## config.mk

```make
export PLATFORM = sky130hd
export DESIGN_NAME = usb_packet_packer
export DESIGN_NICKNAME = d
export VERILOG_FILES = /design/src/rtl/usb_packet_packer.sv
export SDC_FILE = /design/constraint.sdc
export NUM_CORES = 1
export LEC_CHECK = 0
export BUFFER_PORTS_ARGS = -buffer_cell sky130_fd_sc_hd__buf_2
export CELL_PAD_IN_SITES_DETAIL_PLACEMENT = 2
export CELL_PAD_IN_SITES_GLOBAL_PLACEMENT = 2
export CORE_MARGIN = 4
export CORE_UTILIZATION = 38
export CTS_CLUSTER_DIAMETER = 50
export CTS_CLUSTER_SIZE = 10
export DETAILED_ROUTE_END_ITERATION = 8
export PLACE_DENSITY_LB_ADDON = 0.1
export SYNTH_ARGS = -nofsm -noshare
export SYNTH_HDL_FRONTEND = slang
export SYNTH_SLANG_ARGS = --single-unit
```

## constraint.sdc

```tcl
create_clock -name clk48 -period 4.1 [get_ports clk48]
set_input_delay 0.205 -clock clk48 [delete_from_list [all_inputs] [get_ports clk48]]
set_output_delay 0.205 -clock clk48 [all_outputs]
set_load 0.03 [all_outputs]
```

## src/rtl/usb_packet_packer.sv

```systemverilog
// Packs de-stuffed USB DATA payload bytes (plus CRC16) little-endian into 32-bit packet buffer words.
// Latency: word write 1 cycle after its lane-3 byte; partial-word write 1 cycle after packet_end, verdict 2 cycles after.
// Backpressure: none upstream; writes are suppressed and the packet dropped while the core owns the buffer.
module usb_packet_packer #(
  parameter int BUFFER_SIZE   = 1024,
  parameter int ADDRESS_WIDTH = $clog2(BUFFER_SIZE / 4)
) (
  input  logic                     clk48,
  input  logic                     reset,
  input  logic                     packet_start,
  input  logic                     byte_valid,
  input  logic [7:0]               byte_data,
  input  logic                     packet_end,
  input  logic                     buffer_owned_by_core,
  output logic [ADDRESS_WIDTH-1:0] buffer_address,
  output logic [31:0]              buffer_write_value,
  output logic                     buffer_write,
  output logic                     got_packet,
  output logic [9:0]               data_length,
  output logic                     crc_error,
  output logic                     overflow
);

  // Byte counter must hold BUFFER_SIZE itself so a full buffer is distinguishable from empty.
  localparam int CW = $clog2(BUFFER_SIZE) + 1;
  localparam logic [CW-1:0]            FULL_COUNT = CW'(BUFFER_SIZE);
  localparam logic [CW-1:0]            CNT_ONE    = CW'(1);
  localparam logic [CW-1:0]            CNT_TWO    = CW'(2);
  localparam logic [ADDRESS_WIDTH-1:0] WORD_ONE   = ADDRESS_WIDTH'(1);
  // Residual left in the reflected CRC16 register after a good payload and its inverted CRC.
  localparam logic [15:0]              CRC_GOOD   = 16'hB001;

  // Outputs are registered one edge ahead, so the FLUSH write is visible during FLUSH and the
  // verdict pulse is visible during CHECK.
  typedef enum logic [2:0] {IDLE, RECEIVE, FLUSH, CHECK, DISCARD} state_t;

  state_t                   state;
  logic [CW-1:0]            count;
  logic [ADDRESS_WIDTH-1:0] word_index;
  logic [31:0]              assembly;
  logic [15:0]              crc;

  logic [31:0]              byte_assembly;
  logic [15:0]              byte_crc;
  logic [CW-1:0]            byte_count;
  logic                     lane3;
  logic                     restart;

  // One byte of the reflected CRC16 (poly 0xA001), LSB first as on the wire.
  function automatic logic [15:0] crc16_byte(input logic [15:0] c, input logic [7:0] d);
    logic [15:0] r;
    r = c;
    for (int i = 0; i < 8; i++) begin
      if (r[0] ^ d[i]) r = (r >> 1) ^ 16'hA001;
      else             r = r >> 1;
    end
    return r;
  endfunction

  // State the packer would hold after accepting the current byte.
  always_comb begin
    byte_assembly = assembly;
    byte_assembly[{count[1:0], 3'b000} +: 8] = byte_data;
    byte_crc   = crc16_byte(crc, byte_data);
    byte_count = count + CNT_ONE;
    lane3      = (count[1:0] == 2'b11);
    restart    = packet_start && (state == IDLE || state == RECEIVE || state == DISCARD);
  end

  // Packet FSM with its datapath and registered outputs.
  always_ff @(posedge clk48 or posedge reset) begin
    if (reset) begin
      state              <= IDLE;
      count              <= '0;
      word_index         <= '0;
      assembly           <= '0;
      crc                <= 16'hFFFF;
      buffer_address     <= '0;
      buffer_write_value <= '0;
      buffer_write       <= 1'b0;
      got_packet         <= 1'b0;
      data_length        <= '0;
      crc_error          <= 1'b0;
      overflow           <= 1'b0;
    end else begin
      buffer_write <= 1'b0;
      got_packet   <= 1'b0;
      crc_error    <= 1'b0;
      overflow     <= 1'b0;
      if (restart) begin
        // A new start always wins; an unfinished packet is dropped without any pulse.
        count      <= '0;
        word_index <= '0;
        assembly   <= '0;
        crc        <= 16'hFFFF;
        state      <= buffer_owned_by_core ? DISCARD : RECEIVE;
      end else begin
        case (state)
          IDLE: ;
          DISCARD: begin
            if (packet_end) state <= IDLE;
          end
          RECEIVE: begin
            if (buffer_owned_by_core) begin
              state <= packet_end ? IDLE : DISCARD;
            end else if (byte_valid && count == FULL_COUNT) begin
              overflow <= 1'b1;
              state    <= packet_end ? IDLE : DISCARD;
            end else begin
              if (byte_valid) begin
                crc   <= byte_crc;
                count <= byte_count;
                if (lane3) begin
                  buffer_write       <= 1'b1;
                  buffer_address     <= word_index;
                  buffer_write_value <= byte_assembly;
                  word_index         <= word_index + WORD_ONE;
                  assembly           <= '0;
                end else begin
                  assembly <= byte_assembly;
                end
              end
              if (packet_end) begin
                state <= FLUSH;
                // Partial last word; a same-cycle byte is already folded in, upper lanes stay 0.
                if (byte_valid ? !lane3 : (count[1:0] != 2'b00)) begin
                  buffer_write       <= 1'b1;
                  buffer_address     <= word_index;
                  buffer_write_value <= byte_valid ? byte_assembly : assembly;
                end
              end
            end
          end
          FLUSH: begin
            state <= CHECK;
            if (count >= CNT_TWO && crc == CRC_GOOD) begin
              got_packet  <= 1'b1;
              data_length <= 10'(count - CNT_TWO);
            end else begin
              crc_error <= 1'b1;
            end
          end
          CHECK: begin
            state <= IDLE;
          end
          default: state <= IDLE;
        endcase
      end
    end
  end

endmodule
```

==> results.sh, run 1 <==
export IMPL_synthCells=554
export IMPL_cts_buffer_depth=2
export IMPL_clock_fmax_mhz=318
export IMPL_n_antenna_cell=0
export IMPL_postPlaceCellArea_um2=6450
export IMPL_ios=68
export IMPL_status="completed"
export IMPL_power_density_nw_per_um2=469
export IMPL_post_cts_buffers=0
export IMPL_netlist_area_um2=5990
export IMPL_fin_setup_tns_ns=0
export IMPL_ys_flop_type="dfrtp_1"
export IMPL_routabilityCongestion=0.821
export IMPL_syn_area_per_cell_um2=10.8
export IMPL_clock_latency_ns=0.42
export IMPL_hold_class="in2async"
export IMPL_viasPerCell=5.40
export IMPL_critPathRequiredTime_ns=4.46
export IMPL_drive_gt1_share_pct=23.2
export IMPL_holdBufCountCts=0
export IMPL_final_period_utilization_pct=76.8
export IMPL_overflow=0
export IMPL_start_util_pct=39.1
export IMPL_ant_nets=0
export IMPL_synthArstFlopShare_pct=100
export IMPL_finClkSkew_ns=0.0119
export IMPL_grt_max_degree=79
export IMPL_share_clk_of_total_power_pct=45.9
export IMPL_synth_nets=577
export IMPL_die_area_um2=17800
export IMPL_h_tree_depth=4
export IMPL_ys_seq_elements=124
export IMPL_fin_ws_ns=0.952
export IMPL_post_route_util_pct=46.0
export IMPL_path_clk_slew_ns=0.06
export IMPL_root_buffer="clkbuf_16"
export IMPL_rsz0062_at_grt="no"
export IMPL_finalNonFillerCells=836
export IMPL_drc=0
export IMPL_synth_edff_count=0
export IMPL_rows=45
export IMPL_worstSetupEndpointType="flip-flop"
export IMPL_setup_violations_final=0
export IMPL_synth_distinct_cells=53
export IMPL_cts_buffers=17
export IMPL_dp_hpwl_mm=11.7
export IMPL_ys_seq_area_share_pct=52.1
export IMPL_drt_pass1_iterations=4
export IMPL_maxSlewViolCount=0
export IMPL_maxCapViolations=0
export IMPL_cp_max_fo=28
export IMPL_routed_wirelength_mm=17.0
export IMPL_vdd_ir_drop_max_mv=0.293
export IMPL_startpoint_type="flip-flop"
export IMPL_min_period_ns=3.15
export IMPL_relSlewSlack_pct=33.6
export IMPL_cts_resized_gates=0
export IMPL_p_switching_mw=0.878
export IMPL_yosys_warnings=0
export IMPL_drtIter0Drc=208
export IMPL_worst_slew_pin_slew_ns=0.996
export IMPL_routedWlPerCell_um=20.3
export IMPL_dieWidth_um=134
export IMPL_grt_use_total_pct=20.3
export IMPL_grt_pass1_wl_mm=28.6
export IMPL_cts_tree="done"
export IMPL_core_um2=15300
export IMPL_nets=636
export IMPL_crit_type="reg2reg"
export IMPL_p_comb_share_pct=14.0
export IMPL_arrival_ns=3.50
export IMPL_portBuffers=67
export IMPL_hold_viol=0
export IMPL_seq_power_share_pct=40.0
export IMPL_p_leak_nw=3.27
export IMPL_grt_pass1_vias=5123
export IMPL_p_int_mw=2.42
export IMPL_cts_sinks=124
export IMPL_fin_area_um2=7040
export IMPL_placed_cells=805
export IMPL_area_growth_syn_to_layout_pct=17.5
export IMPL_antenna_found_initial=1
export IMPL_post_place_ws_ns=0.922
export IMPL_dieHeight_um=134
export IMPL_swShare_pct=26.6
export IMPL_vias=4512
## critical path, cell delays in order, from the launching register on
cell,delay (ns)
dfrtp_1,0.50
inv_1,0.24
ha_1,0.35
nor4bb_1,0.40
nand4_2,0.23
nand2_1,0.39
buf_4,0.40
nor2_1,0.14
nor2_4,0.23
a22o_1,0.20
## final cells by class
type                       instances  area, um2
fill                            1605       8280
sequential                       124       3120
multi-input combinational        386       2630
clock buffer                      23        468
timing repair buffer              74        400
tap                              211        264
clock inverter                     8        116
inverter                          10       40.0
## layer usage
layer,vias to the layer above,wire (um),GRT usage [%]
li1,2078,-,-
met1,2333,7900,26.9
met2,80,8270,33.6
met3,19,635,4.57
met4,2,161,5.49
met5,-,13,0
## kinds of logic after synthesis
family	after synthesis	synth area share [%]
buffers and inverters	44	4.01
multiplexers	11	2.05
AO/OA/AOI/OAI	131	15.0
flip-flops	124	52.1
XOR/XNOR	44	8.54
adder cells (fa/ha/maj)	9	1.88
AND/OR/NAND/NOR	191	16.4
## stage by stage
stage          total power, mW  hold WS [ns]
6_report                  3.30       0.00804
3_3_place_gp              1.79         0.464
2_1_floorplan             1.69         0.275
3_5_place_dp              1.81         0.475
4_1_cts                   3.33        0.0616
5_1_grt                   3.45         0.100
## path summary, 6_finish.rpt
path	from	end	slack, ns	depth (start not counted)
min	reset	buffer_address[5]$_DFFE_PP0P_	0.008	2
max in group asynchronous	reset	crc[7]$_DFFE_PP1P_	3.13	3
max	count[1]$_DFFE_PP0P_	assembly[30]$_DFFE_PP0P_	0.95	9
min reg2reg	buffer_write_value[16]$_DFFE_PP0P_	buffer_write_value[16]$_DFFE_PP0P_	0.48	2
min in group clk48	packet_end	state[1]$_DFFE_PP0P_	0.12	3
max reg2reg	count[1]$_DFFE_PP0P_	assembly[30]$_DFFE_PP0P_	0.95	9
## power groups by stage
stage	logic (mW)	clock network, mW	registers (mW)
final	0.463	1.52	1.32
after global routing	0.515	1.61	1.33
after CTS	0.472	1.54	1.32
after detailed placement	0.467	0	1.34
after global placement	0.451	0	1.34
after floorplan	0.315	0	1.37
## registers in the layout, summed over array words and instances (netlist names)
name / flops
count: 11
word_index: 8
data_length: 10
overflow: 1
got_packet: 1
buffer_write_value: 32
state: 3
crc: 16
buffer_address: 8
buffer_write: 1
assembly: 32
crc_error: 1
## cells in the final DEF, fill, tap and decap left out, drive strengths merged, types with 2 or more instances in the layout
cell type / Yosys / final
and4: 5 / 5
or2: 2 / 2
clkinv: 0 / 4
nor4: 8 / 8
mux2: 10 / 10
a21oi: 14 / 14
and3: 5 / 5
nand4: 4 / 4
nor2: 45 / 45
or3: 3 / 3
buf: 26 / 74
nand2: 73 / 73
o211ai: 5 / 5
nand3: 22 / 22
xnor2: 31 / 31
bufinv: 0 / 3
nor4bb: 2 / 2
nor3: 10 / 10
inv: 10 / 10
a22oi: 32 / 32
nor2b: 2 / 2
dfstp: 16 / 16
a22o: 32 / 32
o21ai: 39 / 39
dfrtp: 108 / 108
nor4b: 4 / 4
nand2b: 2 / 2
nor3b: 2 / 2
ha: 9 / 9
clkbuf: 8 / 23
a31oi: 4 / 4
xor2: 12 / 12
## Yosys cell counts, types with 4 or more instances
| cell type | count | share of area (%) |
|---|---|---|
| o21ai_1 | 33 | 2.8 |
| a22oi_1 | 32 | 4.0 |
| clkbuf_1 | 7 | 0.44 |
| nor3_1 | 10 | 0.84 |
| and4_1 | 5 | 0.73 |
| a31oi_1 | 4 | 0.42 |
| buf_4 | 5 | 0.63 |
| ha_1 | 9 | 1.9 |
| buf_6 | 5 | 0.94 |
| dfrtp_1 | 108 | 45 |
| mux2_2 | 4 | 0.75 |
| inv_1 | 7 | 0.44 |
| nand3_1 | 21 | 1.8 |
| xor2_1 | 11 | 1.6 |
| o21ai_0 | 6 | 0.50 |
| nor2_1 | 41 | 2.6 |
| a21oi_1 | 14 | 1.2 |
| xnor2_1 | 23 | 3.4 |
| nor4b_1 | 4 | 0.58 |
| xnor2_4 | 4 | 1.8 |
| and3_1 | 5 | 0.52 |
| dfstp_2 | 16 | 7.0 |
| nand2_1 | 73 | 4.6 |
| a22o_1 | 32 | 4.7 |
| o211ai_1 | 5 | 0.63 |
| xnor2_2 | 4 | 1.1 |
| nor2_4 | 4 | 0.75 |
| mux2_1 | 6 | 1.1 |
| nor4_1 | 5 | 0.52 |
| buf_2 | 14 | 1.2 |
No activity file was read; power rests on OpenSTA's default activity.
==> run 2, diff against run 1 <==
- CORE_UTILIZATION: 38 -> 35
- clock period: 4.1 -> 2.6 ns (I/O delays scaled with it)
==> results.sh, run 2 (synthesized netlist as in run 1, its figures left out) <==
export IMPL_status="completed"
export IMPL_cp_max_fo=41
export IMPL_p_leak_nw=3.35
export IMPL_drc=0
export IMPL_grt_max_degree=105
export IMPL_worstPathCellList="inv_2 -> ha_1 -> nor4bb_1 -> nand4_2 -> nor2b_1 -> nand3_2 -> buf_6 -> nand2_1 -> o21ai_1"
export IMPL_layout_common_cells="108 x dfrtp_1, 72 x nand2_1, 67 x buf_2"
export IMPL_setup_violations_final=0
export IMPL_path_buf_inv=2
export IMPL_rsz0062_at_grt="no"
export IMPL_routedWlPerCell_um=20.3
export IMPL_start_util_pct=35.9
export IMPL_n_antenna_cell=0
export IMPL_worst_slew_pin_slew_ns=0.790
export IMPL_total_power_mw=5.45
export IMPL_grt_use_total_pct=18.5
export IMPL_fillers=1751
export IMPL_grt_pass1_wl_mm=28.6
export IMPL_post_route_util_pct=43.1
export IMPL_crit_family="simple AND/OR/NAND/NOR gates"
export IMPL_portBuffers=67
export IMPL_dp_hpwl_mm=11.9
export IMPL_reg2reg_slack_ns=0.20
export IMPL_overflow=0
export IMPL_clock_latency_ns=0.42
export IMPL_endpoint="buffer_write_value[10]$_DFFE_PP0P_"
export IMPL_post_cts_buffers=0
export IMPL_relSlewSlack_pct=47.3
export IMPL_worst_path_stages=9
export IMPL_cts_buffer_depth=2
export IMPL_ios=68
export IMPL_regArea_um2=3120
export IMPL_dieWidth_um=139
export IMPL_crit_start="count[0]$_DFFE_PP0P_"
export IMPL_root_buffer="clkbuf_16"
export IMPL_core_um2=16700
export IMPL_final_common_cell="dfrtp_1"
export IMPL_critPathRequiredTime_ns=2.93
export IMPL_ant_nets=0
export IMPL_arrival_ns=2.73
export IMPL_crit_type="reg2reg"
export IMPL_finClkSkew_ns=0.00631
export IMPL_final_period_utilization_pct=92.4
export IMPL_cts_buffers=17
export IMPL_fin_setup_tns_ns=0
export IMPL_h_tree_depth=4
export IMPL_dieHeight_um=139
export IMPL_hold_class="in2reg"
export IMPL_hold_viol=0
export IMPL_startpoint_type="flip-flop"
export IMPL_maxSlewViolCount=0
export IMPL_cp_slowest_cell="dfrtp_1"
export IMPL_nets=646
export IMPL_whs_ns=0.0512
export IMPL_drtIter0Drc=236
export IMPL_die_area_um2=19300
export IMPL_vdd_ir_drop_max_mv=0.485
export IMPL_cts_tree="done"
export IMPL_worstSetupEndpointType="flip-flop"
export IMPL_path_clk_slew_ns=0.05
export IMPL_cpPeakStageDelay_ns=0.39
export IMPL_routabilityCongestion=0.812
export IMPL_vias=4581
export IMPL_drt_pass1_iterations=4
export IMPL_min_period_ns=2.40
export IMPL_power_density_nw_per_um2=756
export IMPL_rows=47
export IMPL_cts_sinks=124
export IMPL_placed_cells=823
export IMPL_reg2reg_depth=9
export IMPL_finalNonFillerCells=856
export IMPL_maxCapViolations=0
export IMPL_area_growth_syn_to_layout_pct=20.3
export IMPL_viasPerCell=5.35
export IMPL_r2r_start="count[0]$_DFFE_PP0P_"
export IMPL_multi_input_area_um2=2630
export IMPL_clock_fmax_mhz=416
export IMPL_crit_reg2reg_capture="buffer_write_value[10]$_DFFE_PP0P_"
export IMPL_grt_pass1_vias=5119
export IMPL_drive_gt1_share_pct=25.3
export IMPL_routed_wirelength_mm=17.4
export IMPL_antenna_found_initial=0
export IMPL_reg_top3="assembly: 32 flops, buffer_write_value: 32 flops, crc: 16 flops"
==> run 2: cell count changes in the layout (fill, tap and decap cells not counted), sizes merged <==
cell / change
clkinv: +1
buf: +9
bufinv: +1
clkinvlp: +1
inv: -1
clkbuf: -1
dlygate4sd3: +1
==> run 2: layer usage <==
layer  track usage, %  routed length, um  part of all wire (%)  vias to the layer above
met4             3.86                155                  0.89                        0
met3             4.17                542                   3.1                       14
met2             31.9               8790                    50                       76
li1                 -                  -                     -                     2105
met1             24.1               7930                    46                     2386
met5                0                  0                     0                        -
==> run 2: worst min path at each step <==
stage                     slack [ns]                                  to  cells past startpoint                  from
after floorplan                 0.20                  overflow$_DFF_PP0_                      1  buffer_owned_by_core
after global placement          0.18              buffer_write$_DFF_PP0_                      2                 reset
after detailed placement        0.18  buffer_write_value[14]$_DFFE_PP0P_                      2                 reset
after CTS                       0.04                  overflow$_DFF_PP0_                      2  buffer_owned_by_core
after global routing            0.04                  overflow$_DFF_PP0_                      2  buffer_owned_by_core
final                           0.05                state[1]$_DFFE_PP0P_                      3            packet_end
==> run 2: timing repair <==
item                       4_1_cts  5_1_grt
setup endpoints to repair        0       35
gates resized for setup          0        2
hold buffers                     1        0
hold endpoints to repair        20        0
==> run 2: report_power, final <==
| part | total, mW | internal, mW | switching, mW |
|---|---|---|---|
| combinational | 0.755 | 0.269 | 0.486 |
| sequential | 2.08 | 2.02 | 0.0602 |
| clock | 2.61 | 1.73 | 0.880 |
| total | 5.45 | 4.02 | 1.43 |
==> run 2: final cells by class <==
class | count | share of cell area (%)
Clock inverter | 10 | 2.22
Multi-Input combinational cell | 386 | 36.5
Timing Repair Buffer | 84 | 6.69
Tap cell | 220 | 3.82
Clock buffer | 22 | 6.86
Inverter | 10 | 0.573
Sequential cell | 124 | 43.3
==> run 2: through the flow <==
step | instance area [um2] | setup slack (ns)
2_1_floorplan | 5990 | 0.332
3_3_place_gp | 6530 | 0.243
3_5_place_dp | 6530 | 0.159
4_1_cts | 7200 | 0.0854
5_1_grt | 7200 | 0.000343
6_report | 7200 | 0.198
==> run 2: worst min-delay path: stages <==
cell     delay (ns)
buf_2          0.13
nand3_1        0.08
a21oi_1        0.07
==> run 3, diff against run 2 <==
- clock period: 2.6 -> 2 ns (I/O delays scaled with it)
==> results.sh, run 3 (synthesized netlist as in run 1, its figures left out) <==
export IMPL_layout_common_cells="106 x dfrtp_1, 71 x nand2_1, 67 x buf_2"
export IMPL_grt_max_degree=94
export IMPL_clock_latency_ns=0.43
export IMPL_critPathRequiredTime_ns=2.31
export IMPL_hold_viol=0
export IMPL_viasPerCell=5.30
export IMPL_worstSetupEndpointType="flip-flop"
export IMPL_maxSlewViolCount=0
export IMPL_antenna_found_initial=0
export IMPL_cts_sinks=124
export IMPL_fin_ws_ns=-0.0258
export IMPL_reg_top3="assembly: 32 flops, buffer_write_value: 32 flops, crc: 16 flops"
export IMPL_power_density_nw_per_um2=902
export IMPL_vias=4775
export IMPL_rsz0062_at_grt="yes"
export IMPL_cts_tree="done"
export IMPL_ios=68
export IMPL_crit_type="reg2reg"
export IMPL_cts_buffer_depth=2
export IMPL_grt_use_total_pct=19.0
export IMPL_area_growth_syn_to_layout_pct=31.5
export IMPL_finClkSkew_ns=0.00914
export IMPL_drt_pass1_iterations=4
export IMPL_final_period_utilization_pct=101
export IMPL_vdd_ir_drop_max_mv=0.562
export IMPL_r2r_start="count[0]$_DFFE_PP0P_"
export IMPL_whs_ns=0.0556
export IMPL_grt_pass1_wl_mm=29.2
export IMPL_status="complete, but fails checks"
export IMPL_routedWlPerCell_um=20.9
export IMPL_min_path_cells=2
export IMPL_core_um2=16700
export IMPL_fillers=1717
export IMPL_n_antenna_cell=0
export IMPL_reg2reg_slack_ns=-0.03
export IMPL_placed_cells=850
export IMPL_p_leak_nw=3.71
export IMPL_maxCapViolations=0
export IMPL_dieWidth_um=139
export IMPL_routed_wirelength_mm=18.9
export IMPL_startpoint_type="flip-flop"
export IMPL_regArea_um2=3130
export IMPL_clock_fmax_mhz=494
export IMPL_dieHeight_um=139
export IMPL_relSlewSlack_pct=61.6
export IMPL_worstHoldStart="buffer_owned_by_core"
export IMPL_drc=0
export IMPL_cp_max_fo=8
export IMPL_min_period_ns=2.03
export IMPL_arrival_ns=2.33
export IMPL_worst_slew_pin_slew_ns=0.574
export IMPL_final_common_cell="dfrtp_1"
export IMPL_dp_hpwl_mm=12.1
export IMPL_crit_reg2reg_capture="buffer_address[4]$_DFFE_PP0P_"
export IMPL_rows=47
export IMPL_drive_gt1_share_pct=34.9
export IMPL_cts_buffers=17
export IMPL_grt_pass1_vias=5175
export IMPL_routabilityCongestion=0.793
export IMPL_ant_nets=0
export IMPL_multi_input_area_um2=2850
export IMPL_hold_path_end="state[0]$_DFFE_PP0P_"
export IMPL_root_buffer="clkbuf_16"
export IMPL_violations="negative setup slack"
export IMPL_setup_violations_final=7
export IMPL_start_util_pct=35.9
export IMPL_reg2reg_depth=7
export IMPL_portBuffers=67
export IMPL_overflow=0
export IMPL_h_tree_depth=4
export IMPL_nets=691
export IMPL_finalNonFillerCells=901
export IMPL_die_area_um2=19300
export IMPL_drtIter0Drc=233
export IMPL_path_clk_slew_ns=0.05
export IMPL_hold_class="in2reg"
[run 3: cell types whose count changed in the layout (fill, tap and decap cells not counted), moves of 4 or more]
cell and change:
clkbuf_8 -4, nor2_1 -4, buf_12 +6, buf_4 +32
[run 3: cell type report]
type	instances	share of cell area, %
multi-input combinational	386	36.2
tap	220	3.50
inverter	10	0.588
clock inverter	12	2.16
sequential	124	39.7
timing repair buffer	129	12.2
clock buffer	20	5.67
[run 3: how the worst max path moves through the flow]
stage | start | end | slack [ns]
2_1_floorplan | count[0]$_DFFE_PP0P_ | buffer_write_value[10]$_DFFE_PP0P_ | 0.07
3_3_place_gp | crc[15]$_DFFE_PP1P_ | data_length[1]$_DFFE_PP0P_ | 0.07
3_5_place_dp | count[0]$_DFFE_PP0P_ | buffer_write_value[12]$_DFFE_PP0P_ | 0.008
4_1_cts | count[1]$_DFFE_PP0P_ | assembly[24]$_DFFE_PP0P_ | 0.002
5_1_grt | count[0]$_DFFE_PP0P_ | buffer_address[4]$_DFFE_PP0P_ | -0.07
6_report | count[0]$_DFFE_PP0P_ | buffer_address[4]$_DFFE_PP0P_ | -0.03
[run 3: critical path, stage by stage, from the launching register on]
cell and delay [ns]:
dfrtp_2 0.42, buf_4 0.20, ha_2 0.24, o21ai_0 0.22, o21ai_0 0.21, nand3_4 0.16
buf_12 0.13, mux2_2 0.33
[run 3: through the flow]
step / worst slack [ns] / util, % / TNS (ns) / power (mW) / area, um2
finish: -0.0258 / 47.1 / -0.0985 / 7.11 / 7870
global route: -0.0690 / 47.1 / -1.91 / 7.43 / 7870
CTS: 0.00209 / 45.0 / 0 / 7.10 / 7510
detailed placement: 0.00782 / 40.9 / 0 / 3.79 / 6820
global placement: 0.0726 / 40.9 / 0 / 3.76 / 6820
floorplan: 0.0732 / - / 0 / 3.47 / 6040
[run 3: where the power goes]
part / internal, mW / leakage (nW) / switching [mW]
registers: 2.63 / 1.67 / 0.0834
logic: 0.451 / 1.74 / 0.683
clock network: 2.11 / 0.304 / 1.15
[run 3: repair_timing]
item                       4_1_cts  5_1_grt
setup buffers                    1       12
setup endpoints to repair       35      103
hold endpoints to repair       109        0
hold buffers                     2        0
pin swaps                        1       17
gates resized for setup          5       43
gates cloned                     1        3
[run 3: routing by layer]
metal	up-vias	track usage, %	share of wire [%]
met4	0	5.77	1.5
met2	85	32.4	51
met1	2477	24.3	44
li1	2195	-	-
met3	18	4.10	3.4
met5	-	0	0
